[config.mk]
export PLATFORM = sky130hd
export DESIGN_NAME = pep_batch_cmd_builder
export DESIGN_NICKNAME = d
export VERILOG_FILES = /design/src/rtl/pep_batch_cmd_builder.sv
export SDC_FILE = /design/constraint.sdc
export NUM_CORES = 1
export LEC_CHECK = 0
export BUFFER_PORTS_ARGS = -buffer_cell sky130_fd_sc_hd__buf_2
export CAP_MARGIN = 5
export CELL_PAD_IN_SITES_DETAIL_PLACEMENT = 0
export CELL_PAD_IN_SITES_GLOBAL_PLACEMENT = 1
export CORE_UTILIZATION = 41
export CTS_BUF_LIST = sky130_fd_sc_hd__clkbuf_4 sky130_fd_sc_hd__clkbuf_8 sky130_fd_sc_hd__clkbuf_16
export CTS_CLUSTER_SIZE = 20
export DETAILED_ROUTE_END_ITERATION = 10
export PLACE_DENSITY = 0.85
export SLEW_MARGIN = 20
export SYNTH_ARGS = -nofsm -noshare
export SYNTH_HDL_FRONTEND = slang
export SYNTH_SLANG_ARGS = --single-unit
[constraint.sdc]
create_clock -name clk -period 3.6 [get_ports clk]
set_clock_uncertainty 0.05 [all_clocks]
set_input_delay 0.18 -clock clk [delete_from_list [all_inputs] [get_ports clk]]
set_output_delay 0.18 -clock clk [all_outputs]
set_load 0.01 [all_outputs]
[src/rtl/pep_batch_cmd_builder.sv]
// PBS batch command builder: allocates pids from a fixed pool, groups them into
// batches, issues one command per closed batch and frees pids in order on completion.
module pep_batch_cmd_builder #(
    parameter int BATCH_PBS_NB = 9,
    parameter int TOTAL_PBS_NB = 18,
    parameter int GRAM_NB      = 3,
    parameter int TIMEOUT_CYC  = 64,
    parameter int PID_W        = $clog2(TOTAL_PBS_NB),
    parameter int BNB_W        = $clog2(BATCH_PBS_NB + 1),
    parameter int GID_W        = (GRAM_NB > 1) ? $clog2(GRAM_NB) : 1,
    parameter int INF_W        = $clog2(TOTAL_PBS_NB + 1)
) (
    input  logic             clk,
    input  logic             s_rst_n,
    input  logic             in_pbs_vld,
    output logic             in_pbs_rdy,
    input  logic             flush,
    output logic             out_pbs_vld,
    input  logic             out_pbs_rdy,
    output logic [PID_W-1:0] out_pbs_pid,
    output logic [GID_W-1:0] out_pbs_gid,
    output logic             batch_cmd_vld,
    input  logic             batch_cmd_rdy,
    output logic [BNB_W-1:0] batch_cmd_pbs_nb,
    output logic [PID_W-1:0] batch_cmd_first_pid,
    input  logic             done_vld,
    output logic [INF_W-1:0] inflight_nb,
    output logic             err_underflow
);
    localparam int TMR_W = (TIMEOUT_CYC > 1) ? $clog2(TIMEOUT_CYC) : 1;

    typedef enum logic [1:0] {S_FILL, S_DRAIN, S_CMD} state_t;

    state_t           r_state, w_state_nxt;
    logic             r_run;
    logic [PID_W-1:0] r_alloc_ptr, r_free_ptr, r_out_pid, r_first_pid;
    logic [GID_W-1:0] r_alloc_gid, r_out_gid;
    logic [INF_W-1:0] r_inflight;
    logic [BNB_W-1:0] r_cnt, w_cnt_inc;
    logic [TMR_W-1:0] r_timer;
    logic             r_out_vld, r_err;
    logic             w_accept, w_out_free, w_close, w_done_ok, w_cmd_hs, w_alloc_wrap;

    assign w_out_free   = !r_out_vld || out_pbs_rdy;
    // r_run keeps rdy low while reset is held, so all outputs read as idle
    assign in_pbs_rdy   = r_run && (r_state == S_FILL) &&
                          (r_inflight < INF_W'(TOTAL_PBS_NB)) && w_out_free;
    assign w_accept     = in_pbs_vld && in_pbs_rdy;
    assign w_cnt_inc    = r_cnt + 1'b1;
    assign w_cmd_hs     = (r_state == S_CMD) && batch_cmd_rdy;
    assign w_alloc_wrap = (r_alloc_ptr == PID_W'(TOTAL_PBS_NB - 1));
    // a same-cycle accept makes a done on an empty pool legitimate (net zero)
    assign w_done_ok    = done_vld && ((r_inflight != '0) || w_accept);

    assign w_close = (w_accept && (w_cnt_inc == BNB_W'(BATCH_PBS_NB))) ||
                     (flush && ((r_cnt != '0) || w_accept)) ||
                     (!w_accept && (r_cnt != '0) && (r_timer == TMR_W'(TIMEOUT_CYC - 1)));

    always_ff @(posedge clk) begin
        if (!s_rst_n) r_state <= S_FILL;
        else          r_state <= w_state_nxt;
    end

    always_comb begin
        w_state_nxt = r_state;
        case (r_state)
            S_FILL:  if (w_close)       w_state_nxt = S_DRAIN;
            S_DRAIN: if (w_out_free)    w_state_nxt = S_CMD;
            S_CMD:   if (batch_cmd_rdy) w_state_nxt = S_FILL;
            default:                    w_state_nxt = S_FILL;
        endcase
    end

    always_ff @(posedge clk) begin
        if (!s_rst_n) begin
            r_run       <= 1'b0;
            r_alloc_ptr <= '0;
            r_alloc_gid <= '0;
            r_free_ptr  <= '0;
            r_inflight  <= '0;
            r_out_vld   <= 1'b0;
            r_out_pid   <= '0;
            r_out_gid   <= '0;
            r_cnt       <= '0;
            r_first_pid <= '0;
            r_timer     <= '0;
            r_err       <= 1'b0;
        end else begin
            r_run <= 1'b1;
            r_err <= done_vld && !w_done_ok;
            if (w_accept) begin
                r_alloc_ptr <= w_alloc_wrap ? '0 : r_alloc_ptr + 1'b1;
                // gid tracks pid mod GRAM_NB; restart with the pid wrap
                r_alloc_gid <= (w_alloc_wrap || r_alloc_gid == GID_W'(GRAM_NB - 1))
                               ? '0 : r_alloc_gid + 1'b1;
                r_out_vld   <= 1'b1;
                r_out_pid   <= r_alloc_ptr;
                r_out_gid   <= r_alloc_gid;
            end else if (out_pbs_rdy) begin
                r_out_vld   <= 1'b0;
            end
            if (w_done_ok)
                r_free_ptr <= (r_free_ptr == PID_W'(TOTAL_PBS_NB - 1)) ? '0 : r_free_ptr + 1'b1;
            if (w_accept && !w_done_ok)      r_inflight <= r_inflight + 1'b1;
            else if (!w_accept && w_done_ok) r_inflight <= r_inflight - 1'b1;
            if (w_accept) begin
                r_cnt <= w_cnt_inc;
                if (r_cnt == '0) r_first_pid <= r_alloc_ptr;
            end else if (w_cmd_hs) begin
                r_cnt <= '0;
            end
            if (w_accept || w_cmd_hs)
                r_timer <= '0;
            else if ((r_state == S_FILL) && (r_cnt != '0) &&
                     (r_timer != TMR_W'(TIMEOUT_CYC - 1)))
                r_timer <= r_timer + 1'b1;
        end
    end

    assign out_pbs_vld         = r_out_vld;
    assign out_pbs_pid         = r_out_pid;
    assign out_pbs_gid         = r_out_gid;
    assign batch_cmd_vld       = (r_state == S_CMD);
    assign batch_cmd_pbs_nb    = r_cnt;
    assign batch_cmd_first_pid = r_first_pid;
    assign inflight_nb         = r_inflight;
    assign err_underflow       = r_err;
endmodule

==> results of run 1 <==
[power groups by stage]
stage	logic (W)	registers, W	clock network (W)
finish	0.000390	0.000547	0.000439
global route	0.000431	0.000555	0.000464
CTS	0.000390	0.000546	0.000452
detailed placement	0.000385	0.000556	0
global placement	0.000386	0.000554	0
floorplan	0.000303	0.000543	0
[cell usage after synthesis, types with 4 or more instances]
library cell  count  area [um^2]
dfxtp_1          39          781
a21oi_1          27          135
nor2_1           21         78.8
inv_1             6         22.5
nor3_1            5         25.0
ha_1              9          113
o21ai_0           5         25.0
clkbuf_1          8         30.0
nand3_1          12         60.1
and3_1            4         25.0
nor4_1            4         25.0
or3_1             4         25.0
xor2_1            6         52.6
nand2_1          38          143
[logic make-up after synthesis]
family,synth area share [%]
compound gates,15.9
xor+xnor,4.16
fa+ha+maj,5.95
buf+inv,4.36
flops,41.2
mux,1.59
simple gates,26.8
[final cells by class]
type | instances | share of cell area, %
repair buffers | 34 | 8.00
multi-input cells | 175 | 46.6
flip-flops and latches | 39 | 35.1
clock inverters | 2 | 2.70
clock buffers | 6 | 3.43
well taps | 52 | 2.93
inverters | 7 | 1.18
[registers in the layout (all words and copies together) (netlist names)]
signal               flops
inflight_nb              5
err_underflow            1
r_timer                  6
r_run                    1
r_alloc_ptr              5
batch_cmd_first_pid      5
r_state                  2
batch_cmd_pbs_nb         4
out_pbs_pid              5
r_alloc_gid              2
out_pbs_gid              2
out_pbs_vld              1
[worst paths after layout]
path	start	endpoint	cells past startpoint
setup reg to reg	inflight_nb[1]	inflight_nb[4]	7
hold reg to reg	out_pbs_gid[1]	out_pbs_gid[1]	2
setup / recovery	inflight_nb[1]	inflight_nb[4]	7
hold / removal	s_rst_n	r_run	1
[layer usage]
layer	wire length (um)	track usage [%]
met5	0	0
met4	63	6.00
met3	199	4.62
met2	1670	24.3
met1	2070	24.3
[through the flow]
stage / power [W] / hold slack, ps
after global routing: 0.00145 / 93.6
after global placement: 0.000940 / 390
after floorplan: 0.000846 / 158
final: 0.00138 / 92.8
after CTS: 0.00139 / 82.4
after detailed placement: 0.000941 / 395
==> reports/qor.yml, run 1 <==
setup_viol: 0
core.rowCount: 24
cts_root_buf: "clkbuf_8"
cts-buffers-inserted: 5
synth_seq_cells: 39
fin_ws_ps: 868
fin_setup_tns_ps: 0
post_drt_wl_per_cell_um: 12.7
dpl_cell_area_um2: 2090
synth_ff_type: "dfxtp_1"
crit_family: "compound AO/OA/AOI/OAI gates"
n_antenna_cell: 0
start_util_pct: 43.2
htreeDepth: 2
path_class: "reg -> reg"
fmax_ghz: 0.366
die_w_um: 70.0
netlist-cell-type-count: 41
gp_congestion: 0.813
hold_viol_final: 0
first_global_vias: 1495
tightest_slew_ps: 865
period_share_pct: 75.9
rsz0062_at_grt: "no"
max_slew_margin_pct: 41.9
drtAntennaViolNets: 0
switching_share_pct: 31.8
dp.cells: 307
place_worst_setup_slack_ps: 886
post-route-min-period_ps: 2730
die-area_um2: 4890
ys_warn_count: 0
antenna_found_initial: 0
cts_buffer_depth: 2
p_leak_nw: 0.918
maxSlewViolCount: 0
clock_power_share_pct: 31.9
path_clk_slew_ps: 80
syn_area_um2: 1890
layout.nets: 278
p_seq_share_pct: 39.8
hold_class: "in -> reg"
syn_inst: 233
p_switching_w: 0.000438
r2r_slack_ps: 870
power_frac_comb_pct: 28.3
layout.cells.non_filler: 315
critPathBufInv: 1
regArea_um2: 781
required_ps: 3740
grt_util_all_layers_pct: 16.9
ys_seq_area_share_pct: 41.2
fill_cells: 444
cts_tree: "yes"
stdcell_area_um2: 2220
ir_drop_v: 0.000277
critPathMaxStageDelay_ps: 660
crit_fanout: 10
cp-end-kind: "flip-flop"
status: "finished, final reports clean"
wl_mm: 4.00
synth_nets: 249
start_kind: "flip-flop"
worstPathArrival_ps: 2870
drive_gt1_share_pct: 17.5
post_synth.cell_area_avg_um2: 8.12
cp_common_cell: "o31a_1"
drt_iter0_drc: 73
clock-sinks: 39
clk_latency_ps: 290
dpl.hpwl_mm: 2.72
grt_pass1_wl_mm: 6.67
slowest_stage: "nor4_2"
cts_resized: 0
vias: 1692
mostFrequentLayoutCell: "dfxtp_1"
area_delta_synth_final_pct: 17.4
grt_overflow_total: 0
drt_first_pass_iters: 4
pin_count: 32
layout_common_cells: "39 x dfxtp_1, 38 x nand2_1, 31 x buf_2"
async_flop_share_pct: 0
port-buffer-count: 31
powerDensity_nw_per_um2: 619
synth_edf_count: 0
cts_hold_buf: 0
final_util_pct: 50.7
grt_max_degree: 27
die_h_um: 70.0
cts_setup_buffers: 0
vias_per_cell: 5.37
drcViolationCount: 0
fp.coreArea_um2: 4380
p_int_w: 0.000938
drv_cap: 0
path_cells: "o31a_1 -> nor4_2 -> inv_1 -> ha_1 -> o31a_1 -> o32a_1 -> mux2i_1"
multiInputGateArea_um2: 1040
Power figures use the tool's default switching activity.
==> run 2, diff against run 1 <==
==> constraint.sdc (replaced) <==
create_clock -name clk -period 2.7 [get_ports clk]
set_clock_uncertainty 0.05 [all_clocks]
set_input_delay 0.135 -clock clk [delete_from_list [all_inputs] [get_ports clk]]
set_output_delay 0.135 -clock clk [all_outputs]
set_load 0.01 [all_outputs]
==> reports/qor.yml, run 2 (synthesis gave the netlist of run 1 again) <==
drv_cap: 0  # unchanged
grt_overflow_total: 0  # unchanged
post_drt_wl_per_cell_um: 12.7  # +0.18%
max_slew_margin_pct: 32.5  # -9.4 points
tightest_slew_ps: 1010  # +145 ps
cts_hold_buf: 0  # unchanged
period_share_pct: 86.8  # +11 points
area_delta_synth_final_pct: 18.4
start_kind: "flip-flop"
hold_class: "in -> reg"
cts_buffer_depth: 2  # unchanged
grt_util_all_layers_pct: 17.1  # +0.13 points
layout_common_cells: "39 x dfxtp_1, 38 x nand2_1, 31 x buf_2"
worstPathArrival_ps: 2510  # -360 ps
path_clk_slew_ps: 70  # about the same
p_total_w: 0.00179  # +30%
die_h_um: 70.0  # unchanged
drt_first_pass_iters: 4  # unchanged
drtAntennaViolNets: 0  # unchanged
min_from: "s_rst_n"
max_flop_register: "r_timer"
rsz0062_at_grt: "no"
path_class: "reg -> reg"
vias_per_cell: 5.36  # -0.22%
clk_latency_ps: 290  # about the same
drt_iter0_drc: 66  # -9.6%
pin_count: 32  # unchanged
grt_pass1_wl_mm: 6.62  # -0.62%
setup_viol: 0  # unchanged
cts_resized: 0  # unchanged
cts_tree: "yes"
die-area_um2: 4890  # unchanged
slowest_stage: "or4_1"
n_antenna_cell: 0  # unchanged
fin_setup_tns_ps: 0  # unchanged
port-buffer-count: 31  # unchanged
cts_setup_buffers: 0  # unchanged
cp-end-kind: "flip-flop"
drcViolationCount: 0  # unchanged
status: "finished, final reports clean"
hold_viol_final: 0  # unchanged
r2r-start: "inflight_nb[3]"
dp.cells: 312  # +1.6%
htreeDepth: 2  # unchanged
required_ps: 2860  # -880 ps
path_cells: "o31a_1 -> or4_1 -> or4_1 -> a21oi_1"
first_global_vias: 1420  # -5.0%
maxSlewViolCount: 0  # unchanged
p_leak_nw: 0.937  # +2.0%
grt_max_degree: 18  # -33%
antenna_found_initial: 0  # unchanged
critPathMaxStageDelay_ps: 820  # +160 ps
crit_fanout: 16  # +6
cp_common_cell: "or4_1"
cp-startpoint: "inflight_nb[3]"
cts-buffers-inserted: 5  # unchanged
largest_reg_flops: 6  # unchanged
cts_root_buf: "clkbuf_8"
start_util_pct: 43.2  # unchanged
core.rowCount: 24  # unchanged
post-route-min-period_ps: 2340  # -389 ps
dpl.hpwl_mm: 2.89  # +6.0%
fmax_ghz: 0.427  # +17%
clock-sinks: 39  # unchanged
powerDensity_nw_per_um2: 797  # +29%
vias: 1715  # +1.4%
fp.coreArea_um2: 4380  # unchanged
wl_mm: 4.07  # +1.8%
die_w_um: 70.0  # unchanged
gp_congestion: 0.764  # -6.0%
layout.nets: 283  # +1.8%
drive_gt1_share_pct: 19.0  # +1.5 points
ir_drop_v: 0.000350  # +26%
layout.cells.non_filler: 320  # +1.6%
mostFrequentLayoutCell: "dfxtp_1"
## run 2: cell count changes in the layout (fill, tap and decap cells not counted), sizes merged
cell,delta
buf,+5
bufinv,-1
clkinv,+1
## run 2: layer usage
layer  track usage, %  routed length, um  vias up
li1                 -                  -      890
met1             24.5               2140      781
met2             24.1               1690       39
met3             4.47                176        5
met4             6.67                 58        0
met5                0                  0        -
## run 2: final cells by class
class	instances	area [um^2]
Timing Repair Buffer	39	215
Tap cell	52	65.1
Sequential cell	39	781
Inverter	7	26.3
Clock buffer	6	82.6
Clock inverter	2	35.0
Fill cell	436	2140
Multi-Input combinational cell	175	1040
## run 2: worst max-delay path: cells and delay by family, from the launching register on
family,cells,cell delay (ps)
simple gates,2,1370
flops,1,360
compound gates,2,480
## run 2: worst paths after layout
kind                    end  slack [ps]  cells past startpoint
max          r_alloc_gid[0]         360                      4
min                   r_run          60                      1
max reg2reg  r_alloc_gid[0]         360                      4
min reg2reg  out_pbs_gid[1]         400                      2
## run 2: per-stage QoR
stage / utilization, % / hold slack (ps) / cell area, um^2 / setup slack, ps
after global routing: 51.1 / 55.4 / 2240 / 230
final: 51.1 / 60.1 / 2240 / 356
after floorplan: - / 113 / 1890 / 137
after global placement: 48.4 / 361 / 2120 / 424
after detailed placement: 48.4 / 360 / 2120 / 389
after CTS: 51.1 / 45.3 / 2240 / 373
## run 2: where the power goes
part	switching [W]	internal, W	leakage (nW)
sequential	0.0000669	0.000635	0.317
combinational	0.000323	0.000259	0.559
clock	0.000204	0.000299	0.0612
total	0.000594	0.00119	0.937
